==> config.mk <==
export PLATFORM = sky130hd
export DESIGN_NAME = updown_sweep_ctrl
export DESIGN_NICKNAME = d
export VERILOG_FILES = /design/src/rtl/updown_sweep_ctrl.sv
export SDC_FILE = /design/constraint.sdc
export NUM_CORES = 1
export LEC_CHECK = 0
export CAP_MARGIN = 20
export CELL_PAD_IN_SITES_DETAIL_PLACEMENT = 0
export CELL_PAD_IN_SITES_GLOBAL_PLACEMENT = 2
export CORE_MARGIN = 5
export CORE_UTILIZATION = 32
export DETAILED_ROUTE_END_ITERATION = 10
export GPL_ROUTABILITY_DRIVEN = 0
export GPL_TIMING_DRIVEN = 1
export PLACE_DENSITY = 0.74
export SYNTH_ARGS = -nofsm -noshare
export SYNTH_HDL_FRONTEND = slang
export SYNTH_SLANG_ARGS = --single-unit
==> constraint.sdc <==
create_clock -name clk -period 2.45 [get_ports clk]
set_input_delay 0.49 -clock clk [delete_from_list [all_inputs] [get_ports clk]]
set_output_delay 0.49 -clock clk [all_outputs]
set_load 0.05 [all_outputs]
==> src/rtl/updown_sweep_ctrl.sv <==
// rtl/updown_sweep_ctrl.sv - triangular lo->hi->lo sweep sequencer for an up/down count register
//
// Purpose: drives an internal up/down count register through a programmed number
//          of triangular sweeps (lo -> hi -> lo), or forever when cycles == 0.
// Optional feature macro: SWEEP_HOLD_EN (adds the hold input that pauses a sweep).
// Ports:
//   clk        rising-edge clock
//   rst        asynchronous reset, active-low
//   start      begin sweeping (IDLE only, ignored while cfg_err is set)
//   stop       abort to IDLE, overrides start and hold
//   hold       (SWEEP_HOLD_EN only) freeze count/state/sweep counter while busy
//   cfg_we     load cfg_lo/cfg_hi (IDLE only)
//   cfg_lo     lower bound
//   cfg_hi     upper bound
//   cycles     number of sweeps, sampled at start; 0 = forever
//   count      current count value
//   up_down    1 = counting up (UP or IDLE), 0 = counting down
//   busy       1 while in UP or DOWN
//   sweep_done one-cycle pulse when the last programmed sweep ends
//   cfg_err    sticky flag for a rejected bound load
module updown_sweep_ctrl #(
  parameter int                 WIDTH      = 8,
  parameter int                 SWEEP_W    = 8,
  parameter logic [WIDTH-1:0]   DEFAULT_LO = 0,
  parameter logic [WIDTH-1:0]   DEFAULT_HI = 255
) (
  input  logic               clk,
  input  logic               rst,
  input  logic               start,
  input  logic               stop,
`ifdef SWEEP_HOLD_EN
  input  logic               hold,
`endif
  input  logic               cfg_we,
  input  logic [WIDTH-1:0]   cfg_lo,
  input  logic [WIDTH-1:0]   cfg_hi,
  input  logic [SWEEP_W-1:0] cycles,
  output logic [WIDTH-1:0]   count,
  output logic               up_down,
  output logic               busy,
  output logic               sweep_done,
  output logic               cfg_err
);

  typedef enum logic [1:0] {IDLE, UP, DOWN} state_t;

  state_t             state_q, state_n;
  logic [WIDTH-1:0]   count_q, count_n;
  logic [WIDTH-1:0]   lo_q, lo_n;
  logic [WIDTH-1:0]   hi_q, hi_n;
  logic [SWEEP_W-1:0] cycles_q, cycles_n;
  logic [SWEEP_W-1:0] sweeps_q, sweeps_n;
  logic               up_down_q, up_down_n;
  logic               busy_q, busy_n;
  logic               done_q, done_n;
  logic               err_q, err_n;
  logic               paused;

`ifdef SWEEP_HOLD_EN
  assign paused = hold;
`else
  assign paused = 1'b0;
`endif

  always_comb begin
    state_n  = state_q;
    count_n  = count_q;
    lo_n     = lo_q;
    hi_n     = hi_q;
    cycles_n = cycles_q;
    sweeps_n = sweeps_q;
    err_n    = err_q;
    done_n   = 1'b0;

    case (state_q)
      IDLE: begin
        if (cfg_we) begin
          if (cfg_lo < cfg_hi) begin
            lo_n  = cfg_lo;
            hi_n  = cfg_hi;
            err_n = 1'b0;
          end else begin
            err_n = 1'b1;
          end
        end
        // Start uses the bounds and error flag as they stand this cycle.
        if (start && !err_q) begin
          state_n  = UP;
          count_n  = lo_q;
          sweeps_n = '0;
          cycles_n = cycles;
        end
      end
      UP: begin
        if (!paused) begin
          if (count_q < hi_q) begin
            count_n = count_q + 1'b1;
          end else begin
            count_n = count_q - 1'b1;
            state_n = DOWN;
          end
        end
      end
      DOWN: begin
        if (!paused) begin
          if (count_q > lo_q) begin
            count_n = count_q - 1'b1;
          end else if (cycles_q != '0 && sweeps_q + 1'b1 == cycles_q) begin
            state_n  = IDLE;
            count_n  = lo_q;
            sweeps_n = sweeps_q + 1'b1;
            done_n   = 1'b1;
          end else begin
            // lo is not repeated: the next sweep starts at lo+1.
            state_n = UP;
            count_n = lo_q + 1'b1;
            if (sweeps_q != {SWEEP_W{1'b1}}) begin
              sweeps_n = sweeps_q + 1'b1;
            end
          end
        end
      end
      default: state_n = IDLE;
    endcase

    // Stop freezes the count where it is; bound loads in IDLE still apply.
    if (stop) begin
      state_n  = IDLE;
      count_n  = count_q;
      sweeps_n = sweeps_q;
      cycles_n = cycles_q;
      done_n   = 1'b0;
    end

    busy_n    = (state_n != IDLE);
    up_down_n = (state_n != DOWN);
  end

  always_ff @(posedge clk or negedge rst) begin
    if (!rst) begin
      state_q   <= IDLE;
      count_q   <= '0;
      lo_q      <= DEFAULT_LO;
      hi_q      <= DEFAULT_HI;
      cycles_q  <= '0;
      sweeps_q  <= '0;
      up_down_q <= 1'b1;
      busy_q    <= 1'b0;
      done_q    <= 1'b0;
      err_q     <= 1'b0;
    end else begin
      state_q   <= state_n;
      count_q   <= count_n;
      lo_q      <= lo_n;
      hi_q      <= hi_n;
      cycles_q  <= cycles_n;
      sweeps_q  <= sweeps_n;
      up_down_q <= up_down_n;
      busy_q    <= busy_n;
      done_q    <= done_n;
      err_q     <= err_n;
    end
  end

  assign count      = count_q;
  assign up_down    = up_down_q;
  assign busy       = busy_q;
  assign sweep_done = done_q;
  assign cfg_err    = err_q;

endmodule

==> results of run 1 <==
-- final cells by class --
class | count | area [um2]
clock inverters | 3 | 23.8
clock buffers | 5 | 68.8
multi-input cells | 274 | 2260
fillers | 994 | 5600
well taps | 136 | 170
flip-flops and latches | 46 | 1170
repair buffers | 105 | 900
inverters | 32 | 120
-- synthesized netlist by cell type, types with 5 or more instances --
master	n
nand2b_1	6
ha_1	30
nor2_1	20
and3_1	6
nand2_1	24
dfrtp_1	37
o31ai_1	6
o21ai_0	21
a31oi_1	7
nor3_1	9
clkbuf_1	7
mux2_2	17
xnor2_1	19
nand4_1	6
dfstp_2	9
mux2i_1	12
nand3_1	10
inv_1	32
a21oi_1	13
a21o_1	5
-- where the power goes --
part / total (mW) / leakage (nW) / switching (mW) / internal [mW]
Combinational: 3.79 / 1.45 / 2.03 / 1.76
Sequential: 1.32 / 0.545 / 0.204 / 1.11
Clock: 0.501 / 0.0408 / 0.296 / 0.205
Total: 5.61 / 2.04 / 2.53 / 3.08
-- logic make-up (layout without fill, tap and decap cells) --
| family | count (synthesis) | after routing |
|---|---|---|
| and+or+nand+nor | 106 | 106 |
| AOI/OAI and AO/OA | 86 | 86 |
| DFF | 46 | 46 |
| buffers and inverters | 45 | 145 |
| adders and majority gates | 30 | 30 |
| muxes | 29 | 29 |
| xor gates and xnor gates | 23 | 23 |
-- path summary, 6_finish.rpt --
check / depth (start not counted) / endpoint / startpoint
min reg2reg: 2 / hi_q[3] / hi_q[3]
max reg2reg: 9 / count[6] / sweeps_q[0]
min in group clk: 2 / hi_q[3] / hi_q[3]
max: 9 / count[6] / sweeps_q[0]
max in group asynchronous: 2 / sweeps_q[3] / rst
min: 1 / count[1] / rst
-- worst register-to-register path, delay by kind of cell (launching register included) --
family / cells / cell delay (ps)
compound gates: 4 / 830
simple gates: 3 / 750
flops: 1 / 420
fa+ha+maj: 1 / 190
buf+inv: 1 / 160
-- layer usage --
layer  track usage, %  routed length (um)  vias up
li1                 -                   -     1515
met2             22.9                4090       63
met4             4.57                 170        0
met1             22.0                4850     1446
met3             2.62                 357        9
met5                0                   0        -
-- flip-flops by register name, indices dropped and copies added, names as in the netlist --
register	flops
state_q	2
count	8
sweep_done	1
lo_q	8
busy	1
hi_q	8
up_down	1
sweeps_q	8
cycles_q	8
cfg_err	1
-- placed cells by master (no fill, tap or decap), drive strengths merged, types with 2 or more instances in the layout --
cell type / count
xnor2: 19
mux2i: 12
dfrtp: 37
clkinvlp: 2
nor4: 6
clkbuf: 5
nand2b: 6
nor2: 20
a21oi: 13
o211ai: 3
o31a: 4
or3: 2
inv: 33
a221oi: 3
o21a: 3
a21o: 5
and2: 3
o21ai: 24
nand4: 6
a21boi: 2
nand3: 10
buf: 66
xor2: 4
ha: 30
or2: 3
o31ai: 7
and3: 6
a211o: 2
nand2: 24
a31oi: 7
dfstp: 9
nor3: 10
o41ai: 2
mux2: 17
clkdlybuf4s50: 39
nor3b: 4
a211oi: 4
-- what timing repair did --
| item | CTS | global route |
|---|---|---|
| setup endpoints to repair | 11 | 16 |
| pin swaps | 3 | 20 |
| gates resized for setup | 7 | 43 |
| setup buffers | 1 | 6 |
==> impl.org, run 1 <==
** Run status
- Outcome :: completed

** Global routing
- GRT overflow :: 0
- The first global-routing pass estimated around 15,000 um of wire.
- The number of antenna violations at the first check in global routing is 0.
- Via count of the first global-routing pass :: between 2k and 3k
- Global routing used about 15% of the available tracks.
- Pin count of the biggest net entering global routing :: 34

** Logic synthesis
- In this run the cell area of the synthesized design comes to 3390 um2.
- Top post-synthesis cells by area :: dfrtp_1 (27%), ha_1 (11%), dfstp_2 (7.0%)
- For this run, the leading register cell type out of synthesis is dfrtp_1.
- Of all flip-flops after synthesis, the portion carrying an async set or reset was 100%.
- Compound-gate portion of the synthesized area :: ~17%
- The share of synthesized area in the top cell type comes to 27.3%.
- Synthesized netlist cell count :: between 300 and 400
- Number of library cell types mapped by synthesis :: a little under 60
- Post-synthesis mux area share :: under 10%
- After synthesis, the mean cell area works out to ~9.3 um2.
- The number of nets in the synthesized netlist is between 400 and 500.
- Summing the areas of all fa, ha and maj instances in the mapped netlist gives approximately 11% of the synthesized area.
- Count of yosys warnings during synthesis :: 0
- Number of register bits inferred by synthesis :: between 40 and 50
- Proportion of synthesized chip area in sequential cells :: around a third
- Yosys mapped a number of flops with a built-in enable equal to 0.
- Synthesized-area fraction occupied by xor and xnor cells :: around 5.9%
- By area, the combinational part of the netlist is dominated by compound AO/OA/AOI/OAI gates.
- dfrtp_1 takes more of the synthesized area than any other cell.
- Simple-gate area share of the yosys netlist :: ~17%

** Routing
- The detailed router finished its first iteration with around 170 violations.
- Wires add up to roughly 9500 um.
- Via count of the routed design :: slightly above 3k
- ANT nets after route :: 0
- Average wire per standard cell :: approximately 16 um
- In the routed layout, each cell is associated on average with a via count of about 5.0.
- Number of DRC violations after detailed routing :: 0
- The first detailed-routing pass ran for 4 iterations.

** Placement
- Final HPWL DP :: 7290 um
- Dpl cell area :: 4370 um2
- Number of I/O port buffers :: 40
- At the placement stage, the worst setup path has a slack of -237 ps.
- After detailed placement, the design holds a cell count of between 500 and 600.

** Cells and area
- Measured on the finished design, the core utilization comes to ~46%.
- From synthesis to final layout, the design area changed by 39.2%.
- 0 antenna diodes ended up in the layout.
- Once layout is complete, the cells apart from fillers number 601.
- The finished cells cover 4720 um2.
- After the last flow step, the layout net total stands at 523.
- Cells with a size suffix above 1 make up roughly a third of the layout.

** Timing
- Adding up every negative setup slack in the final design gives 0 ps.
- The worst path meets setup with ~27 ps of slack.
- At the pin with the least slew margin, the transition time is 812 ps.
- Hold is met by approximately 270 ps.
- The clock arrives with approximately 11 ps of skew.
- Final hold vios :: 0
- Final setup violating endpoints :: 0
- Timing would allow up to ~410 MHz.
- Worst max-slew margin expressed relative to the limit :: 45.9%
- Subtracting the final worst setup slack from the clock period gives 2420 ps.
- The count of final max-slew check failures was 0.
- Setup repair after global routing could not meet its margin everywhere.
- Final worst-path cycle share :: around 99%

** Critical path
- The worst setup path is captured at a register.
- Worst setup path category :: register to register
- Cell family contributing the most delay on the critical path :: compound AO/OA/AOI/OAI gates
- The worst setup path is launched from a register.
- Crit-path max FO :: 5
- Critical-path cell with the highest stage delay :: or4_1
- CP cell instances :: ha_4, and2_4, a211o_1, a31oi_4, nor4_4, buf_4, or4_1, a31o_2, o21ai_2
- Data required time of the worst path :: approximately 2700 ps
- CP Data Arrival Time :: roughly 2700 ps
- Together, buffers and inverters on the worst path number 1.
- Flop-to-flop setup slack :: between 20 and 30 ps
- CP peak stage delay :: ~520 ps

** CTS
- Clock Tree Root :: clkbuf_8
- Counting every sink on the clock net gives 46.
- CTS tree :: built
- Worst-skew pair later-pin latency :: 310 ps
- Clk slew on worst S/H paths :: approximately 100 ps
- The clock passes through at most 2 buffers.
- Total number of H-tree levels :: 2
- CTS Buf Count :: 5
- Hold Buf Count CTS :: 0

** Pwr
- Power comes to around 5.6 mW.
- Leak :: between 2 and 2.5 nW
- VDD sags by at most between 0.5 and 0.6 mV.
- Cell Pwr Density :: about 1200 nW/um2

** Floorplanning
- From left edge to right edge, the die measures 113 um.
- The die is about 110 um tall.
- Core Box Area :: around 10,000 um2
- For this configuration, the core starts out at a cell density of ~33%.
- 41 I/O pins were placed.
- Floorplan row count :: 37
- The die covers approximately 13,000 um2.

** Job
- Max-cap violations in this run came to 0.

** Hold path
- Worst min-delay path class :: input port to async pin
Power figures use the tool's default switching activity.
==> inputs of run 2 (changes only) <==
CORE_UTILIZATION = 38   (was 32)
PLACE_DENSITY = 0.83   (was 0.74)
SETUP_SLACK_MARGIN = 0.2   (was not set)
clock period = 2.9 ns   (was 2.45 ns; I/O delays follow)
==> impl.org, run 2 (synthesis gave the netlist of run 1 again) <==
** Run status
- Outcome :: completed (unchanged)

** Cells and area
- Total inserted antenna cells :: 0 (unchanged)
- The share of the core filled with cells in the final layout is 48.0% (was 45.7%).
- The leading cell type in the layout, fill and taps excluded is clkdlybuf4s50_1 (was buf_4).
- Top library cells by usage in the layout, fill and taps aside: clkdlybuf4s50_1 (39), dfrtp_1 (35), inv_1 (32) (was buf_4 (63), clkdlybuf4s50_1 (39), inv_1 (31)).
- The fraction of final layout cells sized beyond drive strength 1 is 18.3% (was 32.9%).
- Fillcell total :: 832 (was 994)
- The count of nets after finishing is 485 (was 523).
- The area growth from synthesis to layout came to 23.5% (was 39.2%).

** Floorplanning
- Die span in y :: 104 um (was 113 um)
- The number of placement rows is 34 (was 37).
- Full die area :: 10,900 um2 (was 12,800 um2)
- The starting utilization of the core area came to 38.9% (was 32.9%).
- Number of primary I/O pins :: 41 (unchanged)
- Core Box Area :: 8720 um2 (was 10,300 um2)
- Die width :: 104 um (was 113 um)

** Critical path
- The origin of the critical flop-to-flop path is lo_q[5] (was sweeps_q[0]).
- The terminus of the critical flop-to-flop path is count[2] (was count[6]).
- Data required time of the worst path :: 3130 ps (was 2690 ps)
- CP Data Arrival Time :: 2760 ps (was 2670 ps)
- The startpoint class of the critical path was a register (unchanged).
- Worst setup path category :: register to register (unchanged)
- The endpoint kind of the worst setup timing path is a register (unchanged).
- The highest fanout seen on the critical path came to 8 (was 5).
- Flop-to-flop setup slack :: 360 ps (was 30 ps)
- Number of cell instances on the worst register-to-register path :: 8 (was 9)

** CTS
- Number of buffers on the longest clock path :: 2 (unchanged)
- Hold Buf Count CTS :: 0 (unchanged)
- CTS Buf Count :: 5 (unchanged)
- The clock sink count is 46 (unchanged).
- Clock Tree Root :: clkbuf_8 (unchanged)
- CTS tree :: built (unchanged)
- Clk slew on worst S/H paths :: 100 ps (about the same)
- Worst-skew pair later-pin latency :: 310 ps (about the same)
- Total number of H-tree levels :: 2 (unchanged)

** Pwr
- VDD IR max :: 0.431 mV (was 0.502 mV)
- The power per cell area is 1020 nW/um2 (was 1190 nW/um2).
- The internal power was 2.28 mW (was 3.08 mW).
- Sw Pwr :: 1.98 mW (was 2.53 mW)
- Sequential share of power :: 25.9% (was 23.5%)
- Leak :: 1.83 nW (was 2.04 nW)
- The combinational share of power came to 64.3% (was 67.6%).
- Sw frac :: 46.5% (was 45.1%)
- Final total power :: 4.26 mW (was 5.61 mW)
- Clock network power share :: 9.8% (was 8.9%)

** Routing
- The detailed-route via count came to 2,909 (was 3,033).
- The via-per-instance ratio was 5.44 (was 5.05).
- Violation count after the first detailed-route iteration :: 125 (was 172)
- The met2 wire length came to 3970 um (was 4090 um).
- The iteration count of the initial detailed-routing pass came to 4 (unchanged).
- The average wire length per cell after detail routing was 16.8 um (was 15.7 um).
- The top layer used by detailed routing is met4 (unchanged).
- The wire length on met3 came to 356 um (was 357 um).
- ANT nets after route :: 0 (unchanged)
- Routed met1 length :: 4610 um (was 4850 um)
- The final wirelength is 8990 um (was 9460 um).
- Number of DRC violations after detailed routing :: 0 (unchanged)

** Global routing
- The global routing usage summed across all routing layers was 16.5% (was 15.1%).
- The first-pass GRT wire length came to 14,800 um (was 15,300 um).
- The maximum number of pins on one net before global-route repair was 28 (was 34).
- The leftover overflow at the end of global routing is 0 (unchanged).
- Number of antenna violations at the first check in global routing :: 0 (unchanged)
- Via count of the first global-routing pass :: 2,869 (was 2,997)

** Timing
- Final Max Tran Viols :: 0 (unchanged)
- Final hold vios :: 0 (unchanged)
- Setup repair after global routing missed its margin: false (was true).
- Worst max-slew margin expressed relative to the limit :: 63.7% (was 45.9%)
- The total of endpoints with negative setup slack in the final report was 0 (unchanged).
- The clock period minus final worst setup slack was 2540 ps (was 2420 ps).
- Maximum clock frequency :: 394 MHz (was 413 MHz)
- The final sum of negative setup slack was 0 ps (unchanged).
- Worst clock skew :: 11.8 ps (was 11.3 ps)
- Final worst-path cycle share :: 87.5% (was 98.9%)
- Hold Worst Slack :: 225 ps (was 267 ps)
- Transition time at the pin with the least slew margin :: 541 ps (was 812 ps)

** Job
- The max-capacitance violation count was 0 (unchanged).

** Placement
- Number of I/O port buffers :: 40 (unchanged)
- The final HPWL from detailed placement was 7010 um (was 7290 um).

** Hold path
- The class of the worst hold path is input port to async pin (unchanged).
-- run 2: cell types whose count changed in the layout (fill, tap and decap cells not counted), sizes merged --
cell and change:
buf -38, clkinv +2, clkinvlp -1, inv -1
-- run 2: stage by stage --
| stage | area [um2] | std cells | worst slack (ps) |
|---|---|---|---|
| 2_1_floorplan | 3390 | 365 | 219 |
| 3_3_place_gp | 4070 | 526 | 132 |
| 3_5_place_dp | 4070 | 526 | 106 |
| 4_1_cts | 4160 | 534 | 203 |
| 5_1_grt | 4190 | 535 | 201 |
| 6_report | 4190 | 535 | 364 |
-- run 2: worst max-delay path: stages (launching register included) --
cell and delay [ps]:
dfrtp_1 410, inv_1 110, ha_1 310, nand4_1 140, or3b_2 480, a21oi_2 260
nor2_2 160, o32a_2 400, a31oi_1 210
-- run 2: layout make-up --
class,count,area [um2],share of cell area [%]
clock inverter,3,21.3,0.508
inverter,32,120,2.87
sequential,46,1160,27.8
multi-input combinational,274,2070,49.4
tap,108,135,3.23
clock buffer,5,68.8,1.64
timing repair buffer,67,611,14.6
-- run 2: layer usage --
layer	track usage (%)	up-vias
li1	-	1440
met2	24.8	52
met1	24.9	1413
met4	3.33	0
met5	0	-
met3	2.61	4
-- run 2: worst max path at each step --
| stage | from | end | depth (start not counted) |
|---|---|---|---|
| after CTS | sweeps_q[1] | count[3] | 8 |
| after global routing | lo_q[5] | sweeps_q[6] | 9 |
| after detailed placement | cfg_hi[1] | lo_q[3] | 10 |
| after floorplan | count[6] | sweeps_q[6] | 9 |
| after global placement | cfg_hi[1] | lo_q[1] | 10 |
| final | lo_q[5] | count[2] | 8 |
-- run 2: power by group through the flow --
| stage | clock network [mW] | registers (mW) | logic, mW |
|---|---|---|---|
| 3_3_place_gp | 0 | 1.11 | 2.68 |
| 3_5_place_dp | 0 | 1.12 | 2.71 |
| 6_report | 0.418 | 1.10 | 2.74 |
| 4_1_cts | 0.432 | 1.10 | 2.72 |
| 2_1_floorplan | 0 | 1.39 | 1.51 |
| 5_1_grt | 0.454 | 1.13 | 3.03 |
-- run 2: repair_timing --
item,in CTS,in global routing
buffers inserted,0,1
setup endpoints to repair,0,16
gates resized for setup,0,7
